File: src/rtl/load_store_unit.sv
// Data-memory side of the load/store path: drives a request/ack port with byte lanes and
// returns extended load data for write-back. Define MISALIGN_TRAP_EN to trap misaligned accesses.
module load_store_unit #(
    parameter int unsigned TIMEOUT = 16,
    parameter int unsigned CNT_W   = 5
) (
    input  logic        clk,
    input  logic        rst,
    input  logic        valid_i,
    input  logic [5:0]  control_i,
    input  logic [31:0] addr_i,
    input  logic [31:0] store_data_i,
    output logic        stall_o,
    output logic [31:0] wb_data_o,
    output logic        wb_valid_o,
    output logic        err_o,
    output logic        mem_req_o,
    output logic        mem_we_o,
    output logic [31:0] mem_addr_o,
    output logic [3:0]  mem_be_o,
    output logic [31:0] mem_wdata_o,
    input  logic        mem_ack_i,
    input  logic [31:0] mem_rdata_i
);

    localparam logic [5:0] OpLb  = 6'b010000;
    localparam logic [5:0] OpLh  = 6'b010001;
    localparam logic [5:0] OpLw  = 6'b010010;
    localparam logic [5:0] OpLbu = 6'b010100;
    localparam logic [5:0] OpLhu = 6'b010101;
    localparam logic [5:0] OpSb  = 6'b011000;
    localparam logic [5:0] OpSh  = 6'b011001;
    localparam logic [5:0] OpSw  = 6'b011010;

    typedef enum logic [1:0] {StIdle, StReq, StDone} state_e;
    typedef enum logic [1:0] {SzByte, SzHalf, SzWord} size_e;

    state_e state_q, state_d;

    logic        is_mem, is_load, is_unsigned, trap;
    size_e       size;
    logic [1:0]  lo;
    logic [3:0]  be;
    logic [31:0] wdata;

    logic             load_q, load_d;
    logic             unsigned_q, unsigned_d;
    size_e            size_q, size_d;
    logic [1:0]       lo_q, lo_d;
    logic             we_q, we_d;
    logic [31:0]      addr_q, addr_d;
    logic [3:0]       be_q, be_d;
    logic [31:0]      wdata_q, wdata_d;
    logic [CNT_W-1:0] cnt_q, cnt_d;
    logic [31:0]      wb_data_q, wb_data_d;
    logic             wb_valid_q, wb_valid_d;
    logic             err_q, err_d;

    logic [7:0]  rd_byte;
    logic [15:0] rd_half;
    logic [31:0] load_ext;

    always_comb begin
        is_mem      = 1'b1;
        is_load     = 1'b1;
        is_unsigned = 1'b0;
        size        = SzByte;
        case (control_i)
            OpLb:  size = SzByte;
            OpLh:  size = SzHalf;
            OpLw:  size = SzWord;
            OpLbu: is_unsigned = 1'b1;
            OpLhu: begin
                size        = SzHalf;
                is_unsigned = 1'b1;
            end
            OpSb:  is_load = 1'b0;
            OpSh:  begin
                is_load = 1'b0;
                size    = SzHalf;
            end
            OpSw:  begin
                is_load = 1'b0;
                size    = SzWord;
            end
            default: begin
                is_mem  = 1'b0;
                is_load = 1'b0;
            end
        endcase
    end

    // Force-aligned lane offset; with the trap enabled misaligned ops never reach the port.
    always_comb begin
        case (size)
            SzWord:  lo = 2'b00;
            SzHalf:  lo = {addr_i[1], 1'b0};
            default: lo = addr_i[1:0];
        endcase
    end

`ifdef MISALIGN_TRAP_EN
    assign trap = ((size == SzHalf) && addr_i[0]) || ((size == SzWord) && (addr_i[1:0] != 2'b00));
`else
    assign trap = 1'b0;
`endif

    always_comb begin
        be    = 4'b1111;
        wdata = '0;
        if (!is_load) begin
            case (size)
                SzByte: begin
                    be    = 4'b0001 << lo;
                    wdata = {4{store_data_i[7:0]}};
                end
                SzHalf: begin
                    be    = lo[1] ? 4'b1100 : 4'b0011;
                    wdata = {2{store_data_i[15:0]}};
                end
                default: wdata = store_data_i;
            endcase
        end
    end

    assign rd_byte = mem_rdata_i[{lo_q, 3'b000} +: 8];
    assign rd_half = lo_q[1] ? mem_rdata_i[31:16] : mem_rdata_i[15:0];

    always_comb begin
        case (size_q)
            SzByte:  load_ext = {{24{~unsigned_q & rd_byte[7]}}, rd_byte};
            SzHalf:  load_ext = {{16{~unsigned_q & rd_half[15]}}, rd_half};
            default: load_ext = mem_rdata_i;
        endcase
    end

    always_ff @(posedge clk) begin
        if (rst) begin
            state_q    <= StIdle;
            load_q     <= 1'b0;
            unsigned_q <= 1'b0;
            size_q     <= SzByte;
            lo_q       <= 2'b00;
            we_q       <= 1'b0;
            addr_q     <= '0;
            be_q       <= '0;
            wdata_q    <= '0;
            cnt_q      <= '0;
            wb_data_q  <= '0;
            wb_valid_q <= 1'b0;
            err_q      <= 1'b0;
        end else begin
            state_q    <= state_d;
            load_q     <= load_d;
            unsigned_q <= unsigned_d;
            size_q     <= size_d;
            lo_q       <= lo_d;
            we_q       <= we_d;
            addr_q     <= addr_d;
            be_q       <= be_d;
            wdata_q    <= wdata_d;
            cnt_q      <= cnt_d;
            wb_data_q  <= wb_data_d;
            wb_valid_q <= wb_valid_d;
            err_q      <= err_d;
        end
    end

    always_comb begin
        state_d    = state_q;
        load_d     = load_q;
        unsigned_d = unsigned_q;
        size_d     = size_q;
        lo_d       = lo_q;
        we_d       = we_q;
        addr_d     = addr_q;
        be_d       = be_q;
        wdata_d    = wdata_q;
        cnt_d      = cnt_q;
        wb_data_d  = wb_data_q;
        wb_valid_d = 1'b0;
        err_d      = 1'b0;
        case (state_q)
            StIdle: begin
                if (valid_i && is_mem) begin
                    load_d     = is_load;
                    unsigned_d = is_unsigned;
                    size_d     = size;
                    lo_d       = lo;
                    we_d       = ~is_load;
                    addr_d     = {addr_i[31:2], 2'b00};
                    be_d       = be;
                    wdata_d    = wdata;
                    cnt_d      = '0;
                    if (trap) begin
                        state_d = StDone;
                        err_d   = 1'b1;
                    end else begin
                        state_d = StReq;
                    end
                end
            end
            StReq: begin
                if (mem_ack_i) begin
                    state_d = StDone;
                    if (load_q) begin
                        wb_valid_d = 1'b1;
                        wb_data_d  = load_ext;
                    end
                end else if (cnt_q == CNT_W'(TIMEOUT - 1)) begin
                    state_d = StDone;
                    err_d   = 1'b1;
                end else begin
                    cnt_d = cnt_q + 1'b1;
                end
            end
            default: state_d = StIdle;
        endcase
    end

    always_comb begin
        stall_o     = ~rst & (((state_q == StIdle) & valid_i & is_mem) | (state_q == StReq));
        mem_req_o   = (state_q == StReq);
        mem_we_o    = we_q;
        mem_addr_o  = addr_q;
        mem_be_o    = be_q;
        mem_wdata_o = wdata_q;
        wb_data_o   = wb_data_q;
        wb_valid_o  = wb_valid_q;
        err_o       = err_q;
    end

endmodule

File: config.mk
export PLATFORM = sky130hd
export DESIGN_NAME = load_store_unit
export DESIGN_NICKNAME = d
export VERILOG_FILES = /design/src/rtl/load_store_unit.sv
export SDC_FILE = /design/constraint.sdc
export NUM_CORES = 1
export LEC_CHECK = 0
export ABC_AREA = 1
export BUFFER_PORTS_ARGS = -buffer_cell sky130_fd_sc_hd__clkbuf_2
export CORE_MARGIN = 2
export CORE_UTILIZATION = 30
export DETAILED_ROUTE_END_ITERATION = 10
export SKIP_CTS_REPAIR_TIMING = 1
export SLEW_MARGIN = 5
export SYNTH_ARGS = -nofsm -noshare
export SYNTH_HDL_FRONTEND = slang
export SYNTH_SLANG_ARGS = --single-unit
export TNS_END_PERCENT = 5
File: constraint.sdc
create_clock -name clk -period 1.7 [get_ports clk]
set_input_delay 0.255 -clock clk [delete_from_list [all_inputs] [get_ports clk]]
set_output_delay 0.255 -clock clk [all_outputs]
set_load 0.005 [all_outputs]
Word level (Yosys, flattened, before mapping)
Index checks and enable logic that the tools add are counted.
{"block": "totals", "input_bits": 106, "regBits": 114}
{"block": "op_classes", "reduce_logical": 16, "bitwise": 11, "shifts": 2, "eq_ne": 17, "n_mux": 22, "addsub": 1}
{"operator": "32-bit case mux with 2 select lines", "count": 2}
{"operator": "6-bit by 5-bit == test with 1-bit output, second input constant", "count": 8}
{"operator": "32-bit two-way mux", "count": 1}
{"operator": "32-bit by 6-bit indexed part select with 8-bit output", "count": 1}
{"operator": "16-bit two-way mux", "count": 1}
{"operator": "5-bit two-way mux", "count": 3}
{"operator": "2-bit case mux with 2 select lines", "count": 3}
{"operator": "5-bit case mux with 2 select lines", "count": 1}
{"operator": "3-bit OR reduction", "count": 3}
{"operator": "4-bit two-way mux", "count": 2}
{"operator": "4-bit case mux with 2 select lines", "count": 1}
{"operator": "8-bit OR reduction", "count": 1}
{"operator": "2-bit by 1-bit == test with 1-bit output, second input constant", "count": 3}
{"operator": "2-bit zero test", "count": 3}
{"operator": "2-bit two-way mux", "count": 3}
{"operator": "2-bit inequality test, second input constant", "count": 3}
{"operator": "5-bit by 1-bit adder with 5-bit output, second input constant", "count": 1}
{"operator": "1-bit bitwise AND", "count": 5}
{"operator": "5-bit by 4-bit == test with 1-bit output, second input constant", "count": 1}
{"operator": "1-bit two-way mux", "count": 5}
{"operator": "1-bit inverter", "count": 5}
{"operator": "5-bit OR reduction", "count": 1}
{"operator": "2-bit AND reduction", "count": 2}
{"operator": "4-bit AND reduction", "count": 1}
{"operator": "other kinds (8)", "count": 9}

Longest topological paths before layout
Gate-level depths: netlist of the first run.
{"block": "depth", "depth_word": 8, "ltp_mapped": 14}

Worst setup path after synthesis of the first run
Ideal clock, no wire load.
{"block": "synth_path", "path_type": "input port to flip-flop", "start": "in control_i[5]", "end": "reg wdata_q[11], in the netlist mem_wdata_o[11]", "arrival_ps": 1663, "path_buffers": 1, "t_required_ps": 1630, "setup_ps": 70, "slack_ps": -34, "path_stages": 14, "path_cell_list": "inv_1 -> nand2_1 -> inv_1 -> nand3_1 -> inv_1 -> ha_1 -> nor2_4 -> inv_1 -> buf_2 -> nand3_1 -> o21ai_0 -> nor2_1 -> nand3_1 -> a21oi_1"}
{"block": "synth_between", "elab_chain_len": 6, "word_cells_on_any_way": 21, "classes_between": "eq/ne: 9; mux: 5; reduce/logical: 7"}
{"element": "from (decl)", "line_no": "10", "rtl": "input logic [5:0] control_i,"}
{"element": "6-bit by 5-bit == test with 1-bit output", "line_no": "68", "rtl": "case (control_i)"}
{"element": "3-bit OR reduction (no source line) / 2-bit OR reduction (equally long branches)"}
{"element": "2-bit case mux with 2 select lines", "line_no": "68"}
{"element": "2-bit by 1-bit == test with 1-bit output / 2-bit zero test (equally long branches)", "line_no": "112", "rtl": "case (size)"}
{"element": "32-bit case mux with 2 select lines", "line_no": "112"}
{"element": "32-bit two-way mux", "line_no": "111", "rtl": "if (!is_load) begin"}
{"element": "to (signal assigned)", "line_no": "161", "rtl": "wdata_q <= wdata_d;"}
{"element": "to (decl)", "line_no": "53", "rtl": "logic [31:0] wdata_q, wdata_d;"}
Parallel ways exist; a longest one is shown, timed or not.
A chain may end at the register's enable or synchronous reset.

Worst setup path after layout of the first run
{"block": "layout_path", "start": "reg state_q[1]", "end": "out stall_o"}
{"block": "layout_between", "elab_chain_len": 5, "word_cells_on_any_way": 6, "classes_between": "eq/ne: 1; bitwise: 4; reduce/logical: 1"}
{"element": "from (decl)", "line_no": "38", "rtl": "state_e state_q, state_d;"}
{"element": "from (signal assigned)", "line_no": "139", "rtl": "state_q <= StIdle;"}
{"element": "from (signal assigned)", "line_no": "153", "rtl": "state_q <= state_d;"}
{"element": "2-bit zero test", "line_no": "222", "rtl": "stall_o = ~rst & (((state_q == StIdle) & valid_i & is_mem) | (state_q == StReq));"}
{"element": "1-bit bitwise AND (2 in series)", "line_no": "222"}
{"element": "1-bit OR *", "line_no": "222"}
{"element": "1-bit bitwise AND *", "line_no": "222"}
{"element": "to (decl)", "line_no": "13", "rtl": "output logic stall_o,"}
Mark *: on every way between the ends. The rest lies on a longest branch, timed or not.

==> results of run 1 <==
==> cells in the final DEF, fill, tap and decap left out, drive strengths merged <==
cell        n
conb        2
a21oi      56
a211oi      1
clkinvlp    1
dfxtp     114
inv        68
clkinv      5
nor4        1
bufinv      4
nor2      143
nand3      46
mux2i       2
nand4      26
ha          5
o21ai      84
o211ai      9
a31oi       5
or2         1
buf        49
o21a        8
nor3        2
clkbuf    230
nand2     185
nor3b       2
==> final timing paths <==
check,endpoint,slack [ns],cells after the start
max reg2reg,mem_addr_o[24],0.12,7
max,stall_o,-0.01,4
min,mem_addr_o[16],0.08,3
min reg2reg,mem_wdata_o[31],0.47,2
==> sequential cells by signal, indices dropped and copies added, names as in the netlist <==
signal	count
cnt_q	5
err_o	1
lo_q	2
load_q	1
mem_addr_o	30
mem_be_o	4
mem_wdata_o	32
mem_we_o	1
size_q	2
state_q	2
unsigned_q	1
wb_data_o	32
wb_valid_o	1
==> critical path: cells and delay by family (launching register included) <==
family                 cells  cell delay (ns)
DFF                        1             0.33
buffers and inverters      1             0.12
AOI/OAI and AO/OA          1             0.14
and+or+nand+nor            2             0.45
==> power by group through the flow <==
stage / Sequential, mW / Combinational (mW) / Clock, mW
2_1_floorplan: 2.83 / 0.407 / 0
3_3_place_gp: 2.83 / 0.755 / 0
3_5_place_dp: 2.83 / 0.758 / 0
4_1_cts: 2.78 / 0.761 / 3.89
5_1_grt: 2.78 / 0.868 / 4.00
6_report: 2.78 / 0.769 / 3.79
==> area by class of cell <==
class	count	area [µm²]	share of cell area (%)
Multi-Input combinational cell	578	2730	35.6
Sequential cell	114	2280	29.8
Timing Repair Buffer	257	1490	19.4
Clock buffer	22	464	6.06
Tap cell	229	287	3.74
Inverter	68	258	3.36
Clock inverter	10	156	2.04
==> per-layer routing <==
layer / vias to the layer above / wire length [µm] / GRT usage (%)
met5: - / 0 / 0
met1: 2680 / 7490 / 22.0
met2: 195 / 8460 / 30.2
met4: 0 / 152 / 4.68
li1: 3076 / - / -
met3: 14 / 1540 / 6.71
==> cell families after synthesis <==
kind of cell | Yosys count | share of synthesized area [%]
simple gates | 406 | 31.3
compound gates | 163 | 15.8
buf+inv | 121 | 9.87
flops | 114 | 41.5
fa+ha+maj | 5 | 1.14
mux | 2 | 0.364
other cells | 1 | 0.0681
==> metrics by stage <==
step                      area [µm²]  TNS, ns
after floorplan                 5530        0
after global placement          6940    -2.82
after detailed placement        6940    -4.09
after CTS                       7560   -0.309
after global routing            7660  -0.0848
final                           7660  -0.0101
==> results.md, run 1 <==
- Max clock buf depth: 2
- Mean number of vias per cell: 4.67
- Ranking of synthesized cells by area: dfxtp_1 41%, nand2_1 12%, nor2_1 9.6%
- Seq/Total Area, Yosys: 41.5%
- Status: complete, but fails checks
- Worst r2r src: state_q[1]
- ANT nets after route: 0
- F_max: 0.585 GHz
- Final critical-path share of the clock period: 101%
- Peak supply drop: 0.000692 V
- Avg Cell Area, Syn: 6.78 µm²
- Die ar.: 19400 µm²
- Failing checks: setup timing
- Crit-path max FO: 7
- GRT Total Usage: 18.1%
- I/O Buffers: 208
- Worst-path cell chain: nor3b_4, nand2_4, o21ai_2, clkbuf_2
- First-pass GRT wire length: 28300 µm
- Largest net degree at the start of global routing: 45
- Crit-path max cell delay: 0.33 ns
- Clock sink total: 114
- Leak: 3.79 nW
- Final core occ: 42.7%
- Top-area cell type share of the netlist area: 41.5%
- Worst slew margin: 64.5%
- Int Pwr: 5.58 mW
- Async set-reset flop share out of synthesis: 0%
- Most instantiated library cell after synthesis: nand2_1
- Post-synth top cells: 181 x nand2_1, 141 x nor2_1, 114 x dfxtp_1
- Crit path required time: 1.44 ns
- H-tree depth: 4
- CP endpoint kind: output port
- Cell Count Post-Placement: 1235
- # diodes: 0
- Clk_skew: 0.00723 ns
- Yosys warns: 0
- Top cell type by total area after synthesis: dfxtp_1
- Worst setup SP type: flop
- # nets final: 1147
- Synth Flop Type: dfxtp_1
- Mapped Area: 5500 µm²
- GP Congestion: 0.862
- Drt first pass iters: 4
- Slowest-stage cell, CP: dfxtp_2
- Dpl ws: -0.219 ns
- DRC errors left: 0
- Clock share of power: 51.7%
- Avg WL per Cell: 13.8 µm
- Share of layout cells above drive strength 1: 29.6%
- CTS buffer count: 17
- Seq cells post-synth: 114
- Final setup margin: -0.0101 ns
- Worst slew pin tran: 0.527 ns
- Initial antenna violation count: 0
- Die Span X: 139 µm
- Comb power frac: 10.5%
- Net Sw Power: 1.76 mW
- Post-synth EDFFs: 0
- Count of final setup violators: 1
- Placeable Area: 18000 µm²
- DR vias: 5965
- CTS tree: built
- Clock latency on the worst-skew pair: 0.41 ns
- Area Growth Syn to Fin: 39.3%
- Worst Min Path Start: addr_i[16]
- Max Cap Violations: 0
- Clock Root Buffer: clkbuf_16
- Fill cell count: 1908
- Die Y: 139 µm
- Worst Path Arrival: 1.46 ns
- Critical path origin: state_q[1]
- Final min period: 1.71 ns
- Switching Share: 23.9%
- CTS clock-pin slew for the worst setup and hold paths: 0.06 ns
- DR iter-0 viols: 240
- Number of library cell types mapped by synthesis: 36
- Drt total wl: 17700 µm
- Power Dens Cells: 957 nW/µm²
- Hpwl dp: 12900 µm
- Fin Hold WS: 0.0780 ns
- Non-filler cells, final: 1278
- Post-synthesis instance total: 812
- Vias in the first global route: 5558
- Fin. max-slew vios: 0
- GRT Residual Overflow: 0
- Final hold vios: 0
- Critical path class: flop to output port
- Tot Pwr: 7.34 mW
- # rows: 49
- I/O pins: 211
- Seq pwr share: 37.8%
- RSZ-0062 raised after global routing: true
- Starting Density: 30.6%
- Min-Delay Path Class: input port to flop
No activity file was read; power rests on OpenSTA's default activity.
==> inputs of run 2 (changes only) <==
--- a/config.mk
+++ b/config.mk
@@ -10,6 +10,7 @@
 export CORE_MARGIN = 2
 export CORE_UTILIZATION = 30
 export DETAILED_ROUTE_END_ITERATION = 10
+export PLACE_DENSITY = 0.58
 export SKIP_CTS_REPAIR_TIMING = 1
 export SLEW_MARGIN = 5
 export SYNTH_ARGS = -nofsm -noshare
==> run 2 against run 1 <==
- the flow now finishes without violations
- clock power up 5%
- critical path depth unchanged
- final area up 0.26%
- largest power group unchanged
- critical endpoint unchanged
- maximum frequency up 6.4%
==> results.md, run 2 (same netlist as run 1, synthesis figures left out) <==
- Fin Hold WS: 0.0817 ns
- Clock Root Buffer: clkbuf_16
- Reg area: 2280 µm²
- Worst setup SP type: flop
- Commonest non-fill, non-tap cell in the layout: clkbuf_2
- DRC errors left: 0
- Drt total wl: 17800 µm
- Mean number of vias per cell: 4.68
- Final min period: 1.61 ns
- Count of final setup violators: 0
- GP Congestion: 0.862
- Clk_skew: 0.00304 ns
- Avg WL per Cell: 14.0 µm
- Crit path required time: 1.44 ns
- Max Cap Violations: 0
- Hpwl dp: 12900 µm
- Status: finished, final reports clean
- RSZ-0062 raised after global routing: false
- Crit-path max FO: 4
- # nets final: 1143
- Die Span X: 139 µm
- DR vias: 5956
- I/O pins: 211
- Slowest-stage cell, CP: dfxtp_2
- Clock latency on the worst-skew pair: 0.41 ns
- Die ar.: 19400 µm²
- F_max: 0.622 GHz
- Area Growth Syn to Fin: 39.6%
- I/O Buffers: 208
- Leak: 3.78 nW
- Family with the most delay on the worst path: simple AND/OR/NAND/NOR gates
- Clock sink total: 114
- CTS tree: built
- CP endpoint kind: output port
- Min-Delay Path Class: input port to flop
- Largest net degree at the start of global routing: 45
- Peak supply drop: 0.000721 V
- Max clock buf depth: 2
- CTS buffer count: 17
- Critical path origin: state_q[1]
- Highest-count cells in the layout ignoring fill and taps: 208 x clkbuf_2, 179 x nand2_1, 139 x nor2_1, 112 x dfxtp_1, 65 x o21ai_0
- Critical path class: flop to output port
- Worst Path Arrival: 1.35 ns
- Initial antenna violation count: 1
- Worst Min Path Start: addr_i[29]
- Share of layout cells above drive strength 1: 29.6%
- CTS clock-pin slew for the worst setup and hold paths: 0.05 ns
- Final critical-path share of the clock period: 94.5%
- H-tree depth: 4
- Power Dens Cells: 980 nW/µm²
- Worst-path cell chain: nor3b_4, nand2_4, o21ai_2, clkbuf_2
- Fin. max-slew vios: 0
- DR iter-0 viols: 286
- Placeable Area: 18000 µm²
- Drt first pass iters: 5
- ANT nets after route: 0
- Fill cell count: 1914
- Vias in the first global route: 5516
- Crit-path max cell delay: 0.33 ns
- Fin Setup TNS: 0 ns
- GRT Total Usage: 18.2%
- Final hold vios: 0
- # rows: 49
- Worst r2r src: cnt_q[0]
- Starting Density: 30.6%
- GRT Residual Overflow: 0
- Die Y: 139 µm
- Multi-input gate area: 2720 µm²
- First-pass GRT wire length: 28400 µm
- # diodes: 0
- Buffers & Inverters on Critical Path: 1
## run 2: cell types whose count changed in the layout (fill, tap and decap cells not counted), moves of 2 or more
cell and delta:
buf_4 -5, clkinv_2 -3, clkinvlp_4 +2, buf_12 +2
## run 2: metrics by stage
stage / cells / instance area (µm²) / power (mW) / setup WS, ns / util [%]
floorplan: 813 / 5530 / 3.24 / 0.00909 / -
global route: 1273 / 7680 / 7.85 / 0.0157 / 42.8
global placement: 1239 / 7000 / 3.60 / -0.145 / 38.9
CTS: 1270 / 7650 / 7.63 / -0.231 / 42.6
finish: 1273 / 7680 / 7.53 / 0.0935 / 42.8
detailed placement: 1239 / 7000 / 3.60 / -0.209 / 38.9
## run 2: power breakdown
| group | leakage, nW | internal, mW | switching [mW] |
|---|---|---|---|
| Combinational | 2.55 | 0.324 | 0.450 |
| Clock | 0.308 | 2.71 | 1.27 |
| Sequential | 0.923 | 2.74 | 0.0391 |
| Total | 3.78 | 5.77 | 1.76 |
## run 2: layout make-up
| cell class | count | area share (%) |
|---|---|---|
| repair buffers | 253 | 19.2 |
| inverters | 68 | 3.35 |
| clock buffers | 22 | 6.17 |
| flip-flops and latches | 114 | 29.7 |
| well taps | 229 | 3.73 |
| multi-input cells | 578 | 35.5 |
| clock inverters | 9 | 2.31 |
## run 2: worst paths after layout
path	to	slack [ns]	cells after the start
setup / recovery	stall_o	0.09	4
hold / removal	mem_addr_o[29]	0.08	3
setup reg to reg	cnt_q[3]	0.16	10
hold reg to reg	mem_wdata_o[9]	0.46	2
## run 2: worst register-to-register path, cell delays in order, from the launching register on
cell and delay [ns]:
dfxtp_1 0.35, ha_1 0.22, nand2_1 0.08, nor2_1 0.05
ha_1 0.19, nor3_2 0.16, inv_2 0.10, nand2_2 0.13
nand2_1 0.07, nand2_1 0.05, nor2_1 0.03
## run 2: per-layer routing
metal  wire (µm)  track usage, %
met5          13               0
met4         202            6.01
met3        1540            6.33
met2        8210            29.7
met1        7830            22.6
==> inputs of run 3 (changes only) <==
--- a/config.mk
+++ b/config.mk
@@ -7,10 +7,10 @@
 export LEC_CHECK = 0
 export ABC_AREA = 1
 export BUFFER_PORTS_ARGS = -buffer_cell sky130_fd_sc_hd__clkbuf_2
-export CORE_MARGIN = 2
-export CORE_UTILIZATION = 30
+export CORE_MARGIN = 5
+export CORE_UTILIZATION = 45
 export DETAILED_ROUTE_END_ITERATION = 10
-export PLACE_DENSITY = 0.58
+export PLACE_DENSITY = 0.8
 export SKIP_CTS_REPAIR_TIMING = 1
 export SLEW_MARGIN = 5
 export SYNTH_ARGS = -nofsm -noshare
==> constraint.sdc (replaced) <==
create_clock -name clk -period 1.7 [get_ports clk]
set_input_delay 0.255 -clock clk [delete_from_list [all_inputs] [get_ports clk]]
set_output_delay 0.255 -clock clk [all_outputs]
set_load 0.01 [all_outputs]
==> run 3 against run 2 <==
- clock power down 2%
- final cell count down 6.4%
- total power down 0.62%
- sequential power about the same
- critical endpoint unchanged
- highest routed layer is now met4
==> results.md, run 3 (same netlist as run 1, synthesis figures left out) <==
- Fill cell count: 1102
- Switching Share: 24.0%
- Worst setup SP type: flop
- RSZ-0062 raised after global routing: true
- Fin Hold WS: 0.0754 ns
- Count of final setup violators: 0
- Die ar.: 14500 µm²
- Clock Root Buffer: clkbuf_16
- Clock share of power: 52.4%
- Final min period: 1.60 ns
- Fin. max-slew vios: 0
- DRC errors left: 0
- Peak supply drop: 0.000744 V
- Placeable Area: 12000 µm²
- Initial antenna violation count: 0
- Share of layout cells above drive strength 1: 29.9%
- Worst hold path depth: 3
- Seq pwr share: 37.1%
- Register-to-Register Path Depth: 10
- Area Growth Syn to Fin: 37.4%
- Vias in the first global route: 5554
- I/O pins: 211
- Cell Count Post-Placement: 1154
- Mean number of vias per cell: 5.16
- DR iter-0 viols: 513
- Max Cap Violations: 0
- Net Sw Power: 1.80 mW
- Drt first pass iters: 5
- Critical path origin: state_q[1]
- Leak: 3.76 nW
- CTS buffer count: 17
- GRT Total Usage: 23.2%
- I/O Buffers: 208
- ANT nets after route: 0
- Final hold vios: 0
- Clk_skew: 0.00460 ns
- CTS clock-pin slew for the worst setup and hold paths: 0.05 ns
- Drt total wl: 17300 µm
- Crit path required time: 1.44 ns
- Die Y: 121 µm
- Max clock buf depth: 2
- DR vias: 6144
- Commonest non-fill, non-tap cell in the layout: clkbuf_2
- Largest net degree at the start of global routing: 49
- Power Dens Cells: 990 nW/µm²
- Worst Min Path Start: addr_i[19]
- Crit-path max FO: 5
- Worst r2r src: cnt_q[1]
- CTS tree: built
- F_max: 0.624 GHz
- Int Pwr: 5.69 mW
- Starting Density: 45.8%
- # diodes: 0
- Clock sink total: 114
- Status: finished, final reports clean
- First-pass GRT wire length: 27100 µm
- GRT Residual Overflow: 0
- RR Endpoint: cnt_q[0]
- # rows: 40
- Die Span X: 121 µm
- H-tree depth: 4
- Comb power frac: 10.5%
- CP endpoint kind: output port
- GP Congestion: 0.903
- Highest-count cells in the layout ignoring fill and taps: 207 x clkbuf_2, 178 x nand2_1, 139 x nor2_1, 112 x dfxtp_1, 65 x o21ai_0
- Worst Path Arrival: 1.35 ns
- Non-filler cells, final: 1191
- Final critical-path share of the clock period: 94.3%
- Avg WL per Cell: 14.5 µm
- Min-Delay Path Class: input port to flop
- Critical path class: flop to output port
- Endpoint, Worst Hold: mem_addr_o[19]
- Hpwl dp: 12300 µm
- R2R setup slack: 0.15 ns
- # nets final: 1142
- Clock latency on the worst-skew pair: 0.41 ns
## run 3: changes by cell type in the layout (fill, tap and decap cells not counted), sizes merged
cell / change
buf: -1
clkinv: +4
clkbuf: -4
inv: +1
## run 3: power groups by stage
stage | Combinational (mW) | Sequential, mW | Clock (mW)
3_3_place_gp | 0.760 | 2.83 | 0
5_1_grt | 0.877 | 2.78 | 4.10
3_5_place_dp | 0.766 | 2.83 | 0
4_1_cts | 0.773 | 2.78 | 3.98
2_1_floorplan | 0.408 | 2.85 | 0
6_report | 0.789 | 2.78 | 3.92
## run 3: critical path: stages (launching register included)
cell and delay (ns):
dfxtp_2 0.33, nor3b_4 0.25, nand2_4 0.10, o21ai_1 0.12
buf_2 0.14
## run 3: cell type report
| type | count | area, µm² | share of cell area [%] |
|---|---|---|---|
| timing repair buffer | 252 | 1440 | 19.1 |
| tap | 147 | 184 | 2.43 |
| sequential | 114 | 2280 | 30.2 |
| multi-input combinational | 578 | 2740 | 36.3 |
| inverter | 68 | 258 | 3.41 |
| clock inverter | 14 | 210 | 2.78 |
| clock buffer | 18 | 439 | 5.81 |
## run 3: layer usage
layer | track usage (%) | share of wire [%] | vias to the layer above
li1 | - | - | 3068
met1 | 28.1 | 41 | 2750
met2 | 39.0 | 49 | 298
met3 | 7.16 | 9.1 | 28
met4 | 7.93 | 1.7 | 0
met5 | 0 | 0 | -
## run 3: worst max-delay path by stage
stage | endpoint | slack, ns
2_1_floorplan | mem_wdata_o[11] | 0.009
3_3_place_gp | mem_wdata_o[28] | -0.13
3_5_place_dp | mem_wdata_o[28] | -0.20
4_1_cts | stall_o | -0.14
5_1_grt | cnt_q[0] | -0.005
6_report | stall_o | 0.1
## run 3: metrics by stage
step                      setup WS (ns)  power [mW]  area [µm²]  utilization, %  TNS [ns]
after floorplan                 0.00909        3.26        5530               -         0
after global placement           -0.127        3.59        6820            56.8     -1.83
after detailed placement         -0.204        3.60        6820            56.8     -3.63
after CTS                        -0.140        7.53        7470            62.2    -0.156
after global routing           -0.00532        7.76        7560            62.9  -0.00532
final                            0.0968        7.48        7560            62.9         0
